File: src/rtl/regfile_pkg.sv
// rtl/regfile_pkg.sv - shared widths and dump FSM state type for the 32x64 register file slice.
package regfile_pkg;
    localparam int RF_DATA_WIDTH = 64;
    localparam int RF_ADDR_WIDTH = 5;
    localparam int RF_NUM_REGS   = 32;

    typedef enum logic [1:0] {
        IDLE,
        LOAD,
        SEND,
        DONE
    } dump_state_t;
endpackage

File: src/rtl/regfile_dump_reader.sv
// rtl/regfile_dump_reader.sv - walks a wrapping register range through one regfile read port
// and streams {address, data} beats on a valid/ready interface.
module regfile_dump_reader
    import regfile_pkg::*;
#(
    parameter int DATA_WIDTH = RF_DATA_WIDTH,
    parameter int ADDR_WIDTH = RF_ADDR_WIDTH
) (
    input  logic                  clk,
    input  logic                  reset,
    input  logic                  start,
    input  logic [ADDR_WIDTH-1:0] first_addr,
    input  logic [ADDR_WIDTH-1:0] last_addr,
    output logic [ADDR_WIDTH-1:0] rdAddr,
    input  logic [DATA_WIDTH-1:0] rdData,
    output logic                  out_valid,
    input  logic                  out_ready,
    output logic [ADDR_WIDTH-1:0] out_addr,
    output logic [DATA_WIDTH-1:0] out_data,
    output logic                  out_last,
    output logic                  busy,
    output logic                  done
);
    dump_state_t           state_q;
    dump_state_t           state_d;
    logic [ADDR_WIDTH-1:0] ptr;
    logic [ADDR_WIDTH-1:0] last_q;

    always_ff @(posedge clk or negedge reset) begin
        if (!reset) begin
            state_q <= IDLE;
        end else begin
            state_q <= state_d;
        end
    end

    always_comb begin
        state_d = state_q;
        case (state_q)
            IDLE:    if (start) state_d = LOAD;
            LOAD:    state_d = SEND;
            SEND:    if (out_ready && out_last) state_d = DONE;
            DONE:    state_d = IDLE;
            default: state_d = IDLE;
        endcase
    end

    // The read port is addressed by ptr, so every capture samples the register ptr names.
    always_ff @(posedge clk or negedge reset) begin
        if (!reset) begin
            ptr       <= '0;
            last_q    <= '0;
            out_addr  <= '0;
            out_data  <= '0;
            out_last  <= 1'b0;
            out_valid <= 1'b0;
        end else begin
            case (state_q)
                IDLE: begin
                    if (start) begin
                        ptr    <= first_addr;
                        last_q <= last_addr;
                    end
                end
                LOAD: begin
                    out_data  <= rdData;
                    out_addr  <= ptr;
                    out_last  <= (ptr == last_q);
                    out_valid <= 1'b1;
                    ptr       <= ptr + 1'b1;
                end
                SEND: begin
                    if (out_ready) begin
                        if (!out_last) begin
                            out_data <= rdData;
                            out_addr <= ptr;
                            out_last <= (ptr == last_q);
                            ptr      <= ptr + 1'b1;
                        end else begin
                            out_valid <= 1'b0;
                        end
                    end
                end
                default: begin
                end
            endcase
        end
    end

    assign rdAddr = ptr;
    assign busy   = (state_q == LOAD) || (state_q == SEND);
    assign done   = (state_q == DONE);
endmodule

File: config.mk
export PLATFORM = sky130hd
export DESIGN_NAME = regfile_dump_reader
export DESIGN_NICKNAME = d
export VERILOG_FILES = /design/src/rtl/regfile_pkg.sv /design/src/rtl/regfile_dump_reader.sv
export SDC_FILE = /design/constraint.sdc
export NUM_CORES = 1
export LEC_CHECK = 0
export ABC_AREA = 1
export CAP_MARGIN = 10
export CORE_UTILIZATION = 46
export CTS_CLUSTER_DIAMETER = 50
export DETAILED_ROUTE_END_ITERATION = 8
export PLACE_DENSITY_LB_ADDON = 0.15
export SYNTH_ARGS = -nofsm -noshare
export SYNTH_HDL_FRONTEND = slang
export SYNTH_SLANG_ARGS = --single-unit
File: constraint.sdc
create_clock -name clk -period 5.3 [get_ports clk]
set_clock_uncertainty 0.2 [all_clocks]
set_input_delay 1.59 -clock clk [delete_from_list [all_inputs] [get_ports clk]]
set_output_delay 1.59 -clock clk [all_outputs]
set_load 0.01 [all_outputs]
==> results of run 1 <==
[critical path: cells and delay by family (launching register included)]
kind	cells	cell delay (ns)
adder cells (fa/ha/maj)	1	0.50
flip-flops	1	0.40
buffers and inverters	2	0.71
[layer usage]
layer  global-route usage [%]  vias up  routed length, um
met2                     33.6       96               4170
met5                        0        -                  0
li1                         -     1557                  -
met1                     25.3     1413               3560
met4                     6.92        0                143
met3                     3.86       13                495
[power by group through the flow]
stage	Clock [W]	Combinational [W]	Sequential, W
detailed placement	0	0.00200	0.00117
finish	0.000450	0.00198	0.00116
CTS	0.000460	0.00201	0.00116
global placement	0	0.00195	0.00116
global route	0.000490	0.00220	0.00119
floorplan	0	0.00126	0.00128
[cells in the mapped netlist]
| cell type | instances | area (sq um) |
|---|---|---|
| a21oi_1 | 5 | 25.0 |
| buf_2 | 1 | 5.00 |
| buf_6 | 9 | 101 |
| buf_8 | 5 | 75.1 |
| clkbuf_2 | 1 | 5.00 |
| dfrtp_1 | 83 | 2080 |
| ha_1 | 6 | 75.1 |
| inv_1 | 86 | 323 |
| nand2_1 | 114 | 428 |
| nand2_2 | 2 | 12.5 |
| nand3_1 | 7 | 35.0 |
| nand3_2 | 1 | 10.0 |
| nand4_1 | 2 | 12.5 |
| nor2_1 | 13 | 48.8 |
| nor2_2 | 1 | 6.26 |
| nor3_1 | 2 | 10.0 |
| o21ai_0 | 15 | 75.1 |
| o21ai_1 | 20 | 100 |
| o21ai_2 | 41 | 359 |
[sequential cells by signal, indices dropped and copies added, names as in the netlist]
name / count
out_data: 64
last_q: 5
out_addr: 5
rdAddr: 5
state_q: 2
out_last: 1
out_valid: 1
[how the worst min path moves through the flow]
stage	slack [ns]	end	from	cells after the start
after floorplan	0.30	state_q[1]	state_q[1]	2
final	0.29	out_data[5]	out_data[5]	2
after global routing	0.30	out_data[41]	out_data[41]	2
after CTS	0.29	out_data[44]	out_data[44]	2
after detailed placement	0.27	out_data[57]	out_data[57]	2
after global placement	0.26	out_data[39]	out_data[39]	2
[kinds of logic after synthesis]
logic type                 Yosys count  synth area share, %
DFF                                 83                 54.9
and+or+nand+nor                    142                 14.9
buffers and inverters              102                 13.5
AOI/OAI and AO/OA                   81                 14.8
adders and majority gates            6                 1.98
[metrics by stage]
step	total power, W	util, %	cell area, sq um
4_1_cts	0.00362	70.0	5490
5_1_grt	0.00388	70.0	5490
3_5_place_dp	0.00317	67.5	5300
3_3_place_gp	0.00310	67.5	5300
6_report	0.00358	70.0	5490
2_1_floorplan	0.00254	-	3780
[cell type report]
class / instances / area (sq um)
Tap cell: 102 / 128
Clock inverter: 4 / 50.0
Clock buffer: 12 / 145
Fill cell: 637 / 2360
Timing Repair Buffer: 157 / 1560
Multi-Input combinational cell: 229 / 1200
Sequential cell: 83 / 2080
Inverter: 86 / 323
==> results.sh, run 1 <==
export IMPL_status="finished clean"
export IMPL_worstPathRequired_ns=3.51
export IMPL_slew_at_the_pin_with_the_worst_max_slew_slack_ns=1.04
export IMPL_post_cts_repair_setup_buffers=0
export IMPL_post_synth_inst_count=414
export IMPL_detail_route_wirelength_mm=8.37
export IMPL_hold_violations=0
export IMPL_critPathLaunchType="flop"
export IMPL_area_growth_pct=45.1
export IMPL_share_comb_of_total_power_pct=55.2
export IMPL_numCtsBuffers=9
export IMPL_antenna_violations_before_repair=0
export IMPL_worstPathCellList="inv_1, ha_1, clkdlybuf4s50_1"
export IMPL_synthesis_yosys_warnings=0
export IMPL_dp_hpwl_mm=6.06
export IMPL_leading_cell_types_in_the_layout_fill_and_taps_excluded="154 x clkdlybuf4s50_1, 114 x nand2_1, 86 x inv_1"
export IMPL_layout_worst_path_cycle_share_pct=70.5
export IMPL_drt_vias_per_instance=4.58
export IMPL_finalSetupTns_ns=0
export IMPL_placement_setup_worst_slack_ns=1.60
export IMPL_timing_critical_path_fanout_max=9
export IMPL_p_switching_w=0.00147
export IMPL_setup_violations=0
export IMPL_critical_path_endpoint_type="primary output"
export IMPL_worst_setup_path_endpoint="busy"
export IMPL_floorplan_die_area_sq_um=8590
export IMPL_clkSlewWorstSetupHoldPaths_ns=0.08
export IMPL_placementRows=32
export IMPL_number_of_storage_elements_in_the_synthesis_netlist=83
export IMPL_clk_latency_ns=0.34
export IMPL_worst_path_class_setup="reg -> out"
export IMPL_number_of_distinct_library_cells_after_synthesis=19
export IMPL_grt_setup_unrepaired="no"
export IMPL_setup_slack_ns=1.57
export IMPL_avgRoutedWirePerCell_um=12.4
export IMPL_first_global_vias=2874
export IMPL_filler_free_cell_count_of_the_finished_design=673
export IMPL_drc=0
export IMPL_reg2reg_to="out_data[46]"
export IMPL_mostFrequentLayoutCell="clkdlybuf4s50_1"
export IMPL_fin_worst_hold_slack_ns=0.285
export IMPL_num_io_pins=156
export IMPL_max_clock_freq_ghz=0.268
export IMPL_drt_pass1_iterations=4
export IMPL_io_buffers=155
export IMPL_final_layout_size_suffix_gt1_share_pct=10.9
export IMPL_dpl_cell_count=657
export IMPL_wire_length_of_the_first_global_routing_pass_mm=13.4
export IMPL_count_of_nets_left_with_antenna_violations_after_detail_routing=0
export IMPL_cts_tree="built"
export IMPL_core_area_sq_um=7850
export IMPL_die_w_um=92.7
export IMPL_global_route_usage_sum_pct=19.8
export IMPL_reg2reg_depth=6
export IMPL_vdd_ir_drop_worst_mv=0.516
export IMPL_power_frac_seq_pct=32.3
export IMPL_swShare_pct=41.1
export IMPL_syn_area_sq_um=3780
export IMPL_worstSetupStartpoint="state_q[1]"
export IMPL_final_max_slew_violation_count=0
export IMPL_share_clk_of_total_power_pct=12.5
export IMPL_start_util_pct=48.2
export IMPL_max_cap_violations=0
export IMPL_final_nets=650
export IMPL_syn_avg_cell_area_sq_um=9.14
export IMPL_leakage_nw=2.69
export IMPL_r2r_slack_ns=2.79
export IMPL_p_int_w=0.00211
export IMPL_die_height_um=92.7
export IMPL_place_gp_congestion=0.809
export IMPL_cts_path_max_buffers=2
export IMPL_cts_hold_buffers_added=0
export IMPL_gr_total_overflow=0
export IMPL_cts_resized=0
export IMPL_critical_path_max_stage_delay_ns=0.61
export IMPL_worst_hold_path_type="reg -> reg"
export IMPL_drt_iter0_markers=132
export IMPL_cts_num_sinks=83
export IMPL_crit_arrival_ns=1.94
export IMPL_post_route_min_period_ns=3.73
export IMPL_critPathSlowestCell="clkdlybuf4s50_1"
export IMPL_reg2reg_from="state_q[0]"
export IMPL_postSynthNetCount=498
export IMPL_max_slew_margin_rel_pct=30.9
export IMPL_power_density_nw_per_um2=653
export IMPL_synth_seq_area_share_pct=54.9
export IMPL_largest_net_degree_at_the_start_of_global_routing=84
export IMPL_antennaDiodeCount=0
export IMPL_cts_htree_levels=3
export IMPL_via_count=3079
export IMPL_cts_root_buf="clkbuf_8"
Power figures use the tool's default switching activity.
==> inputs of run 2 (changes only) <==
Settings changed: CORE_UTILIZATION 46 to 39.
Clock period 5.3 ns to 3 ns, I/O delays scaled along.
==> run 2 against run 1 <==
Setup slack lost 1.4 ns. Combinational power grew 83%. Final area grew 1.9%. Global-route usage shrank 2.5 points. Sequential power grew 75%. First-iteration DRC count shrank 31%. Count of clock-buffer cells in the layout shrank 2. Total power grew 82%. Die area grew 18%. Critical endpoint unchanged. Largest cell class unchanged. Highest routed layer unchanged.
==> results.sh, run 2 (synthesis gave the netlist of run 1 again) <==
export IMPL_reg2reg_to="out_data[44]"
export IMPL_leading_cell_types_in_the_layout_fill_and_taps_excluded="154 x clkdlybuf4s50_1, 114 x nand2_1, 86 x inv_1"
export IMPL_final_nets=651
export IMPL_worst_hold_path_type="in -> async"
export IMPL_status="finished clean"
export IMPL_reg2reg_from="state_q[0]"
export IMPL_grt_setup_unrepaired="no"
export IMPL_regMostFlops="out_data"
export IMPL_power_w=0.00652
export IMPL_io_buffers=155
export IMPL_critical_path_endpoint_type="primary output"
export IMPL_critPathLaunchType="flop"
export IMPL_mostFrequentLayoutCell="clkdlybuf4s50_1"
export IMPL_antenna_violations_before_repair=0
export IMPL_drt_iter0_markers=91
export IMPL_finalSetupTns_ns=0
export IMPL_r2r_slack_ns=1.04
export IMPL_largest_net_degree_at_the_start_of_global_routing=89
export IMPL_max_cap_violations=0
export IMPL_drt_pass1_iterations=4
export IMPL_wire_length_of_the_first_global_routing_pass_mm=13.6
export IMPL_cts_path_max_buffers=2
export IMPL_max_clock_freq_ghz=0.352
export IMPL_fillers=835
export IMPL_area_growth_pct=47.9
export IMPL_timing_critical_path_fanout_max=9
export IMPL_slew_at_the_pin_with_the_worst_max_slew_slack_ns=0.388
export IMPL_via_count=3091
export IMPL_placementRows=35
export IMPL_gr_total_overflow=0
export IMPL_reg2reg_depth=7
export IMPL_finish_utilization_pct=60.0
export IMPL_vdd_ir_drop_worst_mv=1.13
export IMPL_cts_num_sinks=83
export IMPL_setup_violations=0
export IMPL_multi_input_comb_area_sq_um=1220
export IMPL_layout_worst_path_cycle_share_pct=94.8
export IMPL_first_global_vias=2922
export IMPL_final_max_slew_violation_count=0
export IMPL_floorplan_die_area_sq_um=10100
export IMPL_place_gp_congestion=0.785
export IMPL_regArea_sq_um=2080
export IMPL_detailed_place_area_sq_um=5380
export IMPL_final_design_area_no_fill_sq_um=5590
export IMPL_cts_root_buf="clkbuf_8"
export IMPL_number_of_flip_flops_under_the_largest_register_name=64
export IMPL_hold_violations=0
export IMPL_max_slew_margin_rel_pct=74.1
export IMPL_cts_tree="built"
export IMPL_numCtsBuffers=9
export IMPL_clk_latency_ns=0.34
export IMPL_final_layout_size_suffix_gt1_share_pct=11.2
export IMPL_cts_htree_levels=3
export IMPL_global_route_usage_sum_pct=17.3
export IMPL_avgRoutedWirePerCell_um=12.3
export IMPL_dp_hpwl_mm=6.17
export IMPL_post_cts_repair_setup_buffers=0
export IMPL_worstPathRequired_ns=1.90
export IMPL_start_util_pct=40.6
export IMPL_clkSlewWorstSetupHoldPaths_ns=0.09
export IMPL_crit_arrival_ns=1.74
export IMPL_num_io_pins=156
export IMPL_leakage_nw=2.72
export IMPL_die_w_um=100
export IMPL_drc=0
export IMPL_power_density_nw_per_um2=1170
export IMPL_count_of_nets_left_with_antenna_violations_after_detail_routing=0
export IMPL_drt_vias_per_instance=4.42
export IMPL_fin_worst_hold_slack_ns=0.263
export IMPL_detail_route_wirelength_mm=8.60
export IMPL_post_route_min_period_ns=2.84
export IMPL_cts_hold_buffers_added=0
export IMPL_antennaDiodeCount=0
export IMPL_worst_path_class_setup="reg -> out"
export IMPL_core_area_sq_um=9330
export IMPL_die_height_um=100
==> run 2: cell count changes in the layout (fill, tap and decap cells not counted), sizes merged <==
cell      delta
bufinv       +1
clkbuf       -2
buf          +1
clkinv       +2
clkinvlp     -2
==> run 2: where the power goes <==
| part | leakage (nW) | internal [W] | total [W] | switching [W] |
|---|---|---|---|---|
| logic | 1.61 | 0.00171 | 0.00363 | 0.00192 |
| clock network | 0.106 | 0.000464 | 0.000862 | 0.000398 |
| registers | 1.01 | 0.00171 | 0.00203 | 0.000320 |
| total | 2.72 | 0.00388 | 0.00652 | 0.00264 |
==> run 2: worst max-delay path by stage <==
stage / depth (start not counted) / end / slack (ns) / start
2_1_floorplan: 2 / busy / 1.13 / state_q[0]
3_3_place_gp: 3 / busy / 0.38 / state_q[0]
3_5_place_dp: 3 / busy / 0.34 / state_q[0]
4_1_cts: 3 / busy / 0.02 / state_q[1]
5_1_grt: 3 / busy / 0.06 / state_q[1]
6_report: 3 / busy / 0.16 / state_q[1]
==> run 2: layer usage <==
metal | wire length [um] | GRT usage [%] | up-vias
met2 | 4090 | 27.8 | 115
met4 | 145 | 6.80 | 0
li1 | - | - | 1559
met3 | 520 | 4.30 | 11
met5 | 0 | 0 | -
met1 | 3850 | 22.5 | 1406
==> run 2: per-stage QoR <==
stage          worst slack (ns)  std cells
2_1_floorplan              1.13        414
3_3_place_gp              0.375        685
3_5_place_dp              0.344        685
4_1_cts                  0.0225        700
5_1_grt                  0.0569        700
6_report                  0.156        700
==> run 2: cell type report <==
type	count	share of cell area, %
flip-flops and latches	83	37.1
clock buffers	10	2.28
repair buffers	158	28.8
clock inverters	5	1.41
multi-input cells	229	21.8
well taps	129	2.89
inverters	86	5.77
==> run 2: timing repair <==
| action | CTS | global route |
|---|---|---|
| resized for setup | 1 | 1 |
| endpoints found under the setup margin | 1 | 1 |
| hold endpoints to repair | 0 | 0 |
==> run 2: critical path, stage by stage, from the launching register on <==
cell and delay, ns:
dfrtp_1 0.40, inv_1 0.12, ha_4 0.34, clkdlybuf4s50_1 0.55
